==> src/rtl/regfile_dump_reader.sv <==
// regfile_dump_reader: walks register-file addresses 0..N_REG-1 through one
// read port and streams (address, data) pairs over a valid/ready interface.
// Optional build macro: DUMP_SKIP_ZERO_EN (entries reading as zero are not
// presented; each skipped entry costs one cycle).
module regfile_dump_reader #(
    parameter int DATA_W = 16,
    parameter int N_REG  = 32,
    parameter int ADDR_W = 5
) (
    input  logic              clk,
    input  logic              rst,
    input  logic              start,
    output logic [ADDR_W-1:0] rf_raddr,
    input  logic [DATA_W-1:0] rf_rdata,
    output logic              out_valid,
    input  logic              out_ready,
    output logic [ADDR_W-1:0] out_addr,
    output logic [DATA_W-1:0] out_data,
    output logic              busy,
    output logic              done
);

    typedef enum logic [1:0] {
        IDLE,
        RD,
        OUT,
        FIN
    } state_t;

    localparam logic [ADDR_W-1:0] LAST_PTR = ADDR_W'(N_REG - 1);

    state_t            state_q, state_d;
    logic [ADDR_W-1:0] ptr_q, ptr_d;
    logic              valid_q, valid_d;
    logic [ADDR_W-1:0] addr_q, addr_d;
    logic [DATA_W-1:0] data_q, data_d;
    logic              busy_q, busy_d;
    logic              done_q, done_d;
    logic              skip_entry;

    // Zero entries are only dropped when the skip feature is built in.
`ifdef DUMP_SKIP_ZERO_EN
    assign skip_entry = (rf_rdata == '0);
`else
    assign skip_entry = 1'b0;
`endif

    // The walk pointer doubles as the registered read address.
    assign rf_raddr  = ptr_q;
    assign out_valid = valid_q;
    assign out_addr  = addr_q;
    assign out_data  = data_q;
    assign busy      = busy_q;
    assign done      = done_q;

    // Next-state and output-register computation.
    always_comb begin
        state_d = state_q;
        ptr_d   = ptr_q;
        valid_d = valid_q;
        addr_d  = addr_q;
        data_d  = data_q;
        busy_d  = busy_q;
        done_d  = 1'b0;
        case (state_q)
            IDLE: begin
                if (start) begin
                    ptr_d   = '0;
                    busy_d  = 1'b1;
                    state_d = RD;
                end
            end
            RD: begin
                if (skip_entry) begin
                    if (ptr_q == LAST_PTR) begin
                        busy_d  = 1'b0;
                        done_d  = 1'b1;
                        state_d = FIN;
                    end else begin
                        ptr_d = ptr_q + ADDR_W'(1);
                    end
                end else begin
                    data_d  = rf_rdata;
                    addr_d  = ptr_q;
                    valid_d = 1'b1;
                    state_d = OUT;
                end
            end
            OUT: begin
                if (out_ready) begin
                    valid_d = 1'b0;
                    if (ptr_q == LAST_PTR) begin
                        busy_d  = 1'b0;
                        done_d  = 1'b1;
                        state_d = FIN;
                    end else begin
                        ptr_d   = ptr_q + ADDR_W'(1);
                        state_d = RD;
                    end
                end
            end
            FIN: begin
                state_d = IDLE;
            end
            default: begin
                state_d = IDLE;
            end
        endcase
    end

    // State and output registers with synchronous reset.
    always_ff @(posedge clk) begin
        if (rst) begin
            state_q <= IDLE;
            ptr_q   <= '0;
            valid_q <= 1'b0;
            addr_q  <= '0;
            data_q  <= '0;
            busy_q  <= 1'b0;
            done_q  <= 1'b0;
        end else begin
            state_q <= state_d;
            ptr_q   <= ptr_d;
            valid_q <= valid_d;
            addr_q  <= addr_d;
            data_q  <= data_d;
            busy_q  <= busy_d;
            done_q  <= done_d;
        end
    end

endmodule

==> config.mk <==
export PLATFORM = sky130hd
export DESIGN_NAME = regfile_dump_reader
export DESIGN_NICKNAME = d
export VERILOG_FILES = /design/src/rtl/regfile_dump_reader.sv
export SDC_FILE = /design/constraint.sdc
export NUM_CORES = 1
export LEC_CHECK = 0
export ABC_AREA = 1
export BUFFER_PORTS_ARGS = -buffer_cell sky130_fd_sc_hd__buf_2
export CAP_MARGIN = 20
export CORE_MARGIN = 2
export CORE_UTILIZATION = 40
export CTS_BUF_LIST = sky130_fd_sc_hd__clkbuf_4
export CTS_CLUSTER_DIAMETER = 100
export DETAILED_ROUTE_END_ITERATION = 16
export PLACE_DENSITY = 0.68
export SYNTH_ARGS = -nofsm -noshare
export SYNTH_HDL_FRONTEND = slang
export SYNTH_SLANG_ARGS = --single-unit
==> constraint.sdc <==
create_clock -name clk -period 1.95 [get_ports clk]
set_input_delay 0.0975 -clock clk [delete_from_list [all_inputs] [get_ports clk]]
set_output_delay 0.0975 -clock clk [all_outputs]
set_load 0.1 [all_outputs]
==> impl_metrics.ini, run 1 <==
[drt]
ant_nets = 0
drt-initial-drc-count = 44
route.detailed.wl_per_inst_um = 10.3
via_count = 1117
detail_route.drc_violations = 0
routed_wl_um = 2610
avgViaCountPerCell = 4.42
drt_pass1_iterations = 4

[cts]
worstSkewPairLatency_ns = 0.32
clk_path_buf_depth = 2
cts_made_buffers = 5
cts_root_buffer = sky130_fd_sc_hd__clkbuf_4
cts_num_sinks = 31
cts_tree = built
htree_levels = 2
clock_pin_slew_of_the_registers_on_the_worst_case_setup_and_hold_paths_ns = 0.09

[timing]
layout_min_cycle_time_ns = 1.51
max_clock_freq_mhz = 661
slew_headroom_pct = 60.1
setup_total_negative_slack_ns = 0
setup-violations-final = 0
final_min_period_over_clock_period_pct = 77.6
maxSlewViolCount = 0
skew_ns = 0.00685
worst_slew_pin_slew_ns = 0.598
setup_ws_ns = 0.437
rsz0062_at_grt = false
hold_violations = 0

[yosys]
synth.top_cell.area_share_pct = 49.2
netlist.top_cell.by_area = sky130_fd_sc_hd__dfxtp_1
postSynthRegisterBits = 31
synth-main-ff-cell = sky130_fd_sc_hd__dfxtp_1
seq_area_frac_synth_pct = 49.2
post-synth-top-count-cell = sky130_fd_sc_hd__nor2_1
syn-mean-instance-area_um2 = 7.98
synth-edff-count = 0
synth_area_um2 = 1260
syn-instance-count = 158
syn_nets = 181
yosys-top-cells-count = sky130_fd_sc_hd__nor2_1 (39), sky130_fd_sc_hd__dfxtp_1 (31), sky130_fd_sc_hd__o21ai_0 (23)
async_set_reset_flop_share_out_of_synthesis_pct = 0
synth.lib_cells_used.distinct = 18
ys_warnings = 0
synth_area_leaders = sky130_fd_sc_hd__dfxtp_1 (49%), sky130_fd_sc_hd__nor2_1 (12%), sky130_fd_sc_hd__o21ai_0 (9.1%)

[die]
die_w_um = 60.2
initial_utilization_pct = 41.7
floorplan.die.height_um = 60.2
die_area_um2 = 3620
num_rows = 20
core_um2 = 3030
io_pins = 49

[placed_design]
gpl.final_weighted_congestion = 0.835
port-buffer-count = 48
dp_hpwl_um = 1830
minimum_setup_slack_after_placement_ns = 0.454

[status]
outcome = finished, final reports clean

[grt]
antenna_found_initial = 0
grt_start_max_net_pins = 26
grt_first_pass_wirelength_um = 3910
globalRoute.totalOverflow = 0
first_global_vias = 896
track_usage_pct = 14.7

[worst_setup_path]
r2r_start = rf_raddr[1]$_SDFFE_PP0P_
startpoint_type = register
r2r.worst_path.cells = 9
required_arrival_time_at_the_worst_endpoint_ns = 2.16
reg2reg_setup_slack_ns = 0.44
timing_worst_setup_path_type = register to register
cp-end-kind = register
critical_path.reg2reg.endpoint = rf_raddr[3]$_SDFFE_PP0P_
arrival_ns = 1.73
timing.critical_path.fanout_max = 10

[worst_hold_path]
hold_depth = 3
min_path_type = primary input to register
min_delay_startpoint = rf_rdata[0]
worst_hold_end = out_data[0]$_SDFFE_PP0P_

[final_layout]
number_of_nets_in_the_layout = 232
drive_gt1_share_pct = 34.0
num_antenna_cells = 0
areaGrowthSynthToFinish_pct = 24.3

[power_and_ir_drop]
leakagePower_nw = 0.778
power_density_nw_per_um2 = 1030
vdd_drop_max_mv = 0.341

[job]
maxCapViolations = 0
-- worst max-delay path by stage --
stage,slack [ns],end,startpoint,depth (start not counted)
6_report,0.44,rf_raddr[3]$_SDFFE_PP0P_,rf_raddr[1]$_SDFFE_PP0P_,9
5_1_grt,0.27,rf_raddr[3]$_SDFFE_PP0P_,rf_raddr[1]$_SDFFE_PP0P_,9
4_1_cts,0.43,rf_raddr[3]$_SDFFE_PP0P_,rf_raddr[1]$_SDFFE_PP0P_,9
3_5_place_dp,0.45,rf_raddr[3]$_SDFFE_PP0P_,rf_raddr[1]$_SDFFE_PP0P_,9
3_3_place_gp,0.52,rf_raddr[3]$_SDFFE_PP0P_,rf_raddr[0]$_SDFFE_PP0P_,9
2_1_floorplan,0.15,rf_raddr[3]$_SDFFE_PP0P_,rf_raddr[1]$_SDFFE_PP0P_,9
-- report_power, final --
part           switching, mW  internal [mW]
combinational          0.467         0.0988
clock                  0.202          0.127
sequential            0.0328          0.686
total                  0.701          0.912
-- sequential cells by signal, indices dropped and copies added, names as in the netlist --
register   cells
out_addr       5
out_data      16
rf_raddr       5
busy           1
state_q        2
done           1
out_valid      1
-- cell type report --
| type | count | area [um^2] |
|---|---|---|
| multi-input cells | 111 | 538 |
| clock buffers | 5 | 37.5 |
| repair buffers | 50 | 258 |
| inverters | 10 | 45.0 |
| well taps | 44 | 55.1 |
| flip-flops and latches | 31 | 626 |
| clock inverters | 2 | 8.76 |
| fillers | 312 | 1460 |
-- kinds of logic after synthesis --
logic type	share of synthesized area (%)
simple gates	26.6
fa+ha+maj	2.98
compound gates	13.1
flops	49.2
buf+inv	8.14
-- repair_timing --
item | CTS | global route
endpoints found under the hold margin | 2 | 0
resized for setup | 0 | 0
hold buffers | 1 | 0
setup buffers | 0 | 0
-- through the flow --
step                      instances  power, mW  area [um^2]  hold WS (ns)  utilization [%]
after floorplan                 158       1.22         1270         0.167                -
after CTS                       253       1.63         1570        0.0124             51.8
final                           253       1.61         1570        0.0235             51.8
after global routing            253       1.69         1570        0.0162             51.8
after global placement          245       1.30         1510         0.340             49.9
after detailed placement        245       1.30         1510         0.346             49.9
-- cells in the final DEF (no fill, tap or decap) --
master	netlist	layout
sky130_fd_sc_hd__a21oi_1	10	10
sky130_fd_sc_hd__buf_2	0	48
sky130_fd_sc_hd__buf_4	1	1
sky130_fd_sc_hd__clkbuf_4	0	5
sky130_fd_sc_hd__clkinv_1	0	1
sky130_fd_sc_hd__clkinv_2	0	1
sky130_fd_sc_hd__dfxtp_1	31	27
sky130_fd_sc_hd__dfxtp_2	0	4
sky130_fd_sc_hd__dlygate4sd3_1	0	1
sky130_fd_sc_hd__ha_1	3	3
sky130_fd_sc_hd__inv_1	9	9
sky130_fd_sc_hd__inv_8	1	1
sky130_fd_sc_hd__nand2_1	16	16
sky130_fd_sc_hd__nand2_2	1	1
sky130_fd_sc_hd__nand2_4	2	2
sky130_fd_sc_hd__nand3_1	7	7
sky130_fd_sc_hd__nor2_1	39	39
sky130_fd_sc_hd__nor2_2	7	7
sky130_fd_sc_hd__nor2_4	1	1
sky130_fd_sc_hd__nor3_1	2	2
sky130_fd_sc_hd__o21ai_0	23	23
-- worst max-delay path, cell delays in order (launching register included) --
cell,delay [ns]
sky130_fd_sc_hd__dfxtp_2,0.38
sky130_fd_sc_hd__ha_1,0.17
sky130_fd_sc_hd__inv_1,0.05
sky130_fd_sc_hd__nor3_1,0.21
sky130_fd_sc_hd__ha_1,0.24
sky130_fd_sc_hd__nand2_4,0.10
sky130_fd_sc_hd__nand2_1,0.10
sky130_fd_sc_hd__nand2_1,0.05
sky130_fd_sc_hd__nand2_1,0.05
sky130_fd_sc_hd__nor2_1,0.05
-- routing by layer --
metal	up-vias	share of wire, %	GRT usage (%)
met5	-	0	0
met4	0	0.61	6.67
met3	2	6.5	6.06
met2	30	44	21.7
met1	477	49	18.4
li1	608	-	-
No activity file was read; power rests on OpenSTA's default activity.
==> run 2: changes to the inputs <==
==> constraint.sdc (replaced) <==
create_clock -name clk -period 1.5 [get_ports clk]
set_input_delay 0.075 -clock clk [delete_from_list [all_inputs] [get_ports clk]]
set_output_delay 0.075 -clock clk [all_outputs]
set_load 0.1 [all_outputs]
==> impl_metrics.ini, run 2 (synthesized netlist as in run 1, its figures left out) <==
[status]
outcome = finished, final reports clean

[final_layout]
postLayoutCellArea_um2 = 1770
final_core_util_pct = 58.6
largest_register_ff_count = 16
areaGrowthSynthToFinish_pct = 40.7
number_of_nets_in_the_layout = 250
num_antenna_cells = 0
final_common_cell = sky130_fd_sc_hd__buf_2
n_fill_cell = 291
layout.cells.non_filler = 271
drive_gt1_share_pct = 33.9
layout.cells.most_common_list = sky130_fd_sc_hd__buf_2 (48), sky130_fd_sc_hd__nor2_1 (39), sky130_fd_sc_hd__dfxtp_1 (26)

[grt]
globalRoute.totalOverflow = 0
grt_start_max_net_pins = 26
first_global_vias = 1044
antenna_found_initial = 0
track_usage_pct = 16.9
grt_first_pass_wirelength_um = 4440

[timing]
maxSlewViolCount = 0
final_min_period_over_clock_period_pct = 93.6
hold_violations = 0
layout_min_cycle_time_ns = 1.40
setup-violations-final = 0
slew_headroom_pct = 66.8
worst_hold_slack_ns = 0.0208
max_clock_freq_mhz = 712
setup_total_negative_slack_ns = 0
skew_ns = 0.00804
worst_slew_pin_slew_ns = 0.501
rsz0062_at_grt = false

[worst_setup_path]
cp-end-kind = register
timing_worst_setup_path_type = register to register
arrival_ns = 1.63
critPathMostFrequentCell = sky130_fd_sc_hd__nand2_1
required_arrival_time_at_the_worst_endpoint_ns = 1.73
max_stage_delay_ns = 0.39
worst_path_max_delay_cell = sky130_fd_sc_hd__dfxtp_4
timing.critical_path.fanout_max = 10
critical_path.cell_chain = ha_4 -> inv_1 -> nor3_2 -> ha_2 -> nand2_4 -> nand2_1 -> nand2_1 -> nand2_1 -> nor2_1
startpoint_type = register

[drt]
drt_pass1_iterations = 4
route.detailed.wl_per_inst_um = 11.0
detail_route.drc_violations = 0
avgViaCountPerCell = 4.59
routed_wl_um = 2990
drt-initial-drc-count = 44
via_count = 1245
ant_nets = 0

[placed_design]
gpl.final_weighted_congestion = 0.831
post_dp_cell_area_um2 = 1560
numPlacedInstances = 247
dp_hpwl_um = 1880
port-buffer-count = 48

[power_and_ir_drop]
total_switching_power_uw = 938
clock_power_share_pct = 20.5
leakagePower_nw = 0.851
power_density_nw_per_um2 = 1210
power_switching_share_pct = 43.5
vdd_drop_max_mv = 0.608
intPower_mw = 1.22
seq_power_share_pct = 43.3
share_comb_of_total_power_pct = 36.3

[cts]
cts_root_buffer = sky130_fd_sc_hd__clkbuf_4
worstSkewPairLatency_ns = 0.33
clk_path_buf_depth = 2
htree_levels = 2
cts_made_buffers = 5
cts_tree = built
cts_num_sinks = 31
cts_setup_buffers = 0
clock_pin_slew_of_the_registers_on_the_worst_case_setup_and_hold_paths_ns = 0.09

[die]
die_area_um2 = 3620
floorplan.die.height_um = 60.2
num_rows = 20
initial_utilization_pct = 41.7
io_pins = 49
die_w_um = 60.2
core_um2 = 3030

[worst_hold_path]
min_path_type = primary input to register

[job]
maxCapViolations = 0
## run 2: area by class of cell
type                       instances  area (um^2)  area share [%]
sequential                        31          637            35.9
multi-input combinational        111          558            31.5
timing repair buffer              68          433            24.4
tap                               44         55.1            3.10
inverter                          10         45.0            2.54
clock buffer                       5         37.5            2.12
clock inverter                     2         8.76           0.494
## run 2: path summary, 6_finish.rpt
check,cells past startpoint,slack [ns],from,endpoint
worst max-delay path,9,0.1,rf_raddr[1]$_SDFFE_PP0P_,rf_raddr[3]$_SDFFE_PP0P_
worst min-delay path,3,0.02,rf_rdata[11],out_data[11]$_SDFFE_PP0P_
worst max register to register,9,0.1,rf_raddr[1]$_SDFFE_PP0P_,rf_raddr[3]$_SDFFE_PP0P_
worst min register to register,2,0.47,busy$_SDFFE_PP0P_,busy$_SDFFE_PP0P_
## run 2: repair_timing
action	CTS	global route
hold buffers	16	1
gates resized for setup	0	0
hold endpoints to repair	19	1
## run 2: per-layer routing
layer	share of wire [%]	wire length [um]	up-vias	global-route usage, %
met5	0	0	-	0
met4	1.5	46	0	7.62
met3	6.0	178	7	6.28
met2	49	1460	34	28.3
met1	44	1300	558	18.9
li1	-	-	646	-
## run 2: stage by stage
step	power [mW]	worst slack [ns]
3_3_place_gp	1.70	0.173
2_1_floorplan	1.59	-0.0166
4_1_cts	2.18	0.0942
6_report	2.16	0.0960
3_5_place_dp	1.70	0.116
5_1_grt	2.27	0.000208
## run 2: critical path, delay by kind of cell (launching register included)
kind,cells,cell delay (ns)
flip-flops,1,0.39
buffers and inverters,1,0.05
AND/OR/NAND/NOR,6,0.49
adder cells (fa/ha/maj),2,0.36
## run 2: power by group through the flow
| stage | clock network (mW) | logic (mW) | registers [mW] |
|---|---|---|---|
| 2_1_floorplan | 0 | 0.184 | 1.41 |
| 3_3_place_gp | 0 | 0.747 | 0.950 |
| 3_5_place_dp | 0 | 0.747 | 0.952 |
| 4_1_cts | 0.466 | 0.779 | 0.933 |
| 5_1_grt | 0.501 | 0.825 | 0.941 |
| 6_report | 0.441 | 0.781 | 0.933 |
==> run 3: changes to the inputs <==
--- a/config.mk
+++ b/config.mk
@@ -5,7 +5,6 @@
 export SDC_FILE = /design/constraint.sdc
 export NUM_CORES = 1
 export LEC_CHECK = 0
-export ABC_AREA = 1
 export BUFFER_PORTS_ARGS = -buffer_cell sky130_fd_sc_hd__buf_2
 export CAP_MARGIN = 20
 export CORE_MARGIN = 2
@@ -14,6 +13,7 @@
 export CTS_CLUSTER_DIAMETER = 100
 export DETAILED_ROUTE_END_ITERATION = 16
 export PLACE_DENSITY = 0.68
+export REMOVE_ABC_BUFFERS = 1
 export SYNTH_ARGS = -nofsm -noshare
 export SYNTH_HDL_FRONTEND = slang
 export SYNTH_SLANG_ARGS = --single-unit
==> impl_metrics.ini, run 3 <==
[worst_hold_path]
worst_hold_end = state_q[0]$_SDFFE_PP0P_
min_delay_startpoint = start
min_path_type = primary input to register
hold_depth = 3

[worst_setup_path]
critical_path.cell_chain = ha_4 -> and3_4 -> ha_4 -> and4bb_4 -> buf_6 -> nand4_1 -> a21oi_2
r2r_start = rf_raddr[0]$_SDFFE_PP0P_
max_stage_delay_ns = 0.34
reg2reg_setup_slack_ns = -0.06
r2r.worst_path.cells = 7
required_arrival_time_at_the_worst_endpoint_ns = 1.77
cp-end-kind = register
timing_worst_setup_path_type = register to register
arrival_ns = 1.83
critPathMostFrequentCell = sky130_fd_sc_hd__ha_4
startpoint_type = register
worst_path_max_delay_cell = sky130_fd_sc_hd__dfxtp_2
timing.critical_path.fanout_max = 3
critical_path.reg2reg.endpoint = rf_raddr[4]$_SDFFE_PP0P_

[drt]
drt-initial-drc-count = 62
route.detailed.wl_per_inst_um = 13.0
ant_nets = 0
detail_route.drc_violations = 0
drt_pass1_iterations = 4
avgViaCountPerCell = 4.99
routed_wl_um = 3300
via_count = 1262

[die]
io_pins = 49
die_area_um2 = 3530
core_um2 = 2980
die_w_um = 59.4
initial_utilization_pct = 41.2
num_rows = 20
floorplan.die.height_um = 59.4

[power_and_ir_drop]
power_density_nw_per_um2 = 1040
clock_power_share_pct = 32.3
vdd_drop_max_mv = 0.742
intPower_mw = 1.31
leakagePower_nw = 0.817
share_comb_of_total_power_pct = 22.4
power_switching_share_pct = 32.3
total_switching_power_uw = 624
seq_power_share_pct = 45.3

[cts]
worstSkewPairLatency_ns = 0.34
cts_num_sinks = 31
cts_setup_buffers = 0
cts_made_buffers = 5
clock_pin_slew_of_the_registers_on_the_worst_case_setup_and_hold_paths_ns = 0.09
cts_root_buffer = sky130_fd_sc_hd__clkbuf_4
htree_levels = 2
cts_tree = built
clk_path_buf_depth = 2

[placed_design]
dp_hpwl_um = 2020
gpl.final_weighted_congestion = 0.819
port-buffer-count = 48
minimum_setup_slack_after_placement_ns = -0.209

[final_layout]
drive_gt1_share_pct = 37.3
number_of_nets_in_the_layout = 242
num_antenna_cells = 0
areaGrowthSynthToFinish_pct = 51.6
layout.cells.most_common_list = sky130_fd_sc_hd__buf_2 (48), sky130_fd_sc_hd__nand2_1 (45), sky130_fd_sc_hd__dfxtp_1 (29)
largest_register_ff_count = 16
final_common_cell = sky130_fd_sc_hd__buf_2

[grt]
first_global_vias = 1205
antenna_found_initial = 0
globalRoute.totalOverflow = 0
grt_first_pass_wirelength_um = 5200
track_usage_pct = 20.2
grt_start_max_net_pins = 23

[timing]
setup_ws_ns = -0.0635
hold_violations = 0
rsz0062_at_grt = true
max_clock_freq_mhz = 640
final_min_period_over_clock_period_pct = 104
layout_min_cycle_time_ns = 1.56
setup-violations-final = 5
maxSlewViolCount = 0
setup_total_negative_slack_ns = -0.232
slew_headroom_pct = 67.4
skew_ns = 0.00902
worst_slew_pin_slew_ns = 0.492

[yosys]
postSynthRegisterBits = 31
netlist.top_cell.by_area = sky130_fd_sc_hd__dfxtp_1
seq_area_frac_synth_pct = 50.6
synth.top_cell.area_share_pct = 50.6
ys_warnings = 0
yosys-top-cells-count = sky130_fd_sc_hd__nand2_1 (46), sky130_fd_sc_hd__dfxtp_1 (31), sky130_fd_sc_hd__a21oi_1 (28)
synth_area_leaders = sky130_fd_sc_hd__dfxtp_1 (51%), sky130_fd_sc_hd__nand2_1 (14%), sky130_fd_sc_hd__a21oi_1 (11%)
syn-instance-count = 145
synth-main-ff-cell = sky130_fd_sc_hd__dfxtp_1
async_set_reset_flop_share_out_of_synthesis_pct = 0
syn-mean-instance-area_um2 = 8.47
synth.lib_cells_used.distinct = 25
synth_area_um2 = 1230
synth-edff-count = 0
post-synth-top-count-cell = sky130_fd_sc_hd__nand2_1

[status]
violations = negative setup slack
outcome = complete, but fails checks

[job]
maxCapViolations = 0
run 3: per-layer routing:
| layer | up-vias | part of all wire (%) | wire, um | global-route usage, % |
|---|---|---|---|---|
| li1 | 641 | - | - | - |
| met1 | 567 | 41 | 1370 | 21.6 |
| met2 | 44 | 50 | 1660 | 35.6 |
| met3 | 10 | 5.8 | 193 | 5.02 |
| met4 | 0 | 2.5 | 83 | 11.7 |
| met5 | - | 0 | 0 | 0 |
run 3: timing repair:
item | in CTS | in global routing
hold endpoints to repair | 16 | 0
gates resized for setup | 11 | 4
hold buffers | 16 | 0
pin swaps | 10 | 1
setup endpoints to repair | 6 | 28
run 3: power by group through the flow:
stage / Sequential [mW] / Combinational [mW] / Clock [mW]
floorplan: 1.11 / 0.0760 / 0
global placement: 0.893 / 0.385 / 0
detailed placement: 0.895 / 0.389 / 0
CTS: 0.877 / 0.428 / 0.642
global route: 0.881 / 0.460 / 0.679
finish: 0.877 / 0.433 / 0.624
run 3: worst max-delay path by stage:
| stage | to | cells after the start | start |
|---|---|---|---|
| after global placement | rf_raddr[3]$_SDFFE_PP0P_ | 6 | rf_raddr[0]$_SDFFE_PP0P_ |
| after CTS | rf_raddr[4]$_SDFFE_PP0P_ | 7 | rf_raddr[0]$_SDFFE_PP0P_ |
| after floorplan | rf_raddr[3]$_SDFFE_PP0P_ | 6 | rf_raddr[0]$_SDFFE_PP0P_ |
| after detailed placement | rf_raddr[3]$_SDFFE_PP0P_ | 6 | rf_raddr[0]$_SDFFE_PP0P_ |
| after global routing | rf_raddr[4]$_SDFFE_PP0P_ | 7 | rf_raddr[0]$_SDFFE_PP0P_ |
| final | rf_raddr[4]$_SDFFE_PP0P_ | 7 | rf_raddr[0]$_SDFFE_PP0P_ |
run 3: final cells by class:
| type | instances | area (um^2) |
|---|---|---|
| clock buffer | 5 | 37.5 |
| timing repair buffer | 76 | 494 |
| inverter | 2 | 7.51 |
| clock inverter | 3 | 38.8 |
| sequential | 31 | 623 |
| multi-input combinational | 103 | 618 |
| fill | 259 | 1120 |
| tap | 33 | 41.3 |
run 3: metrics by stage:
stage                     total power [mW]  util (%)  hold WS (ns)  cell area [um^2]  instances
after floorplan                       1.18         -         0.143              1180        136
after global placement                1.28      52.1         0.315              1550        229
after detailed placement              1.28      52.1         0.322              1550        229
after CTS                             1.95      62.1        0.0309              1850        253
after global routing                  2.02      62.5        0.0340              1860        253
final                                 1.93      62.5        0.0370              1860        253
run 3: cells by family (layout without fill, tap and decap cells):
family / count (synthesis) / count (layout) / synth area share (%)
compound gates: 35 / 35 / 16.7
buf+inv: 11 / 86 / 4.48
simple gates: 65 / 65 / 25.2
flops: 31 / 31 / 50.6
fa+ha+maj: 3 / 3 / 3.06
run 3: critical path, delay by kind of cell, from the launching register on:
family | cells | cell delay, ns
AO/OA/AOI/OAI | 1 | 0.14
flip-flops | 1 | 0.34
AND/OR/NAND/NOR | 3 | 0.60
adder cells (fa/ha/maj) | 2 | 0.31
buffers and inverters | 1 | 0.11
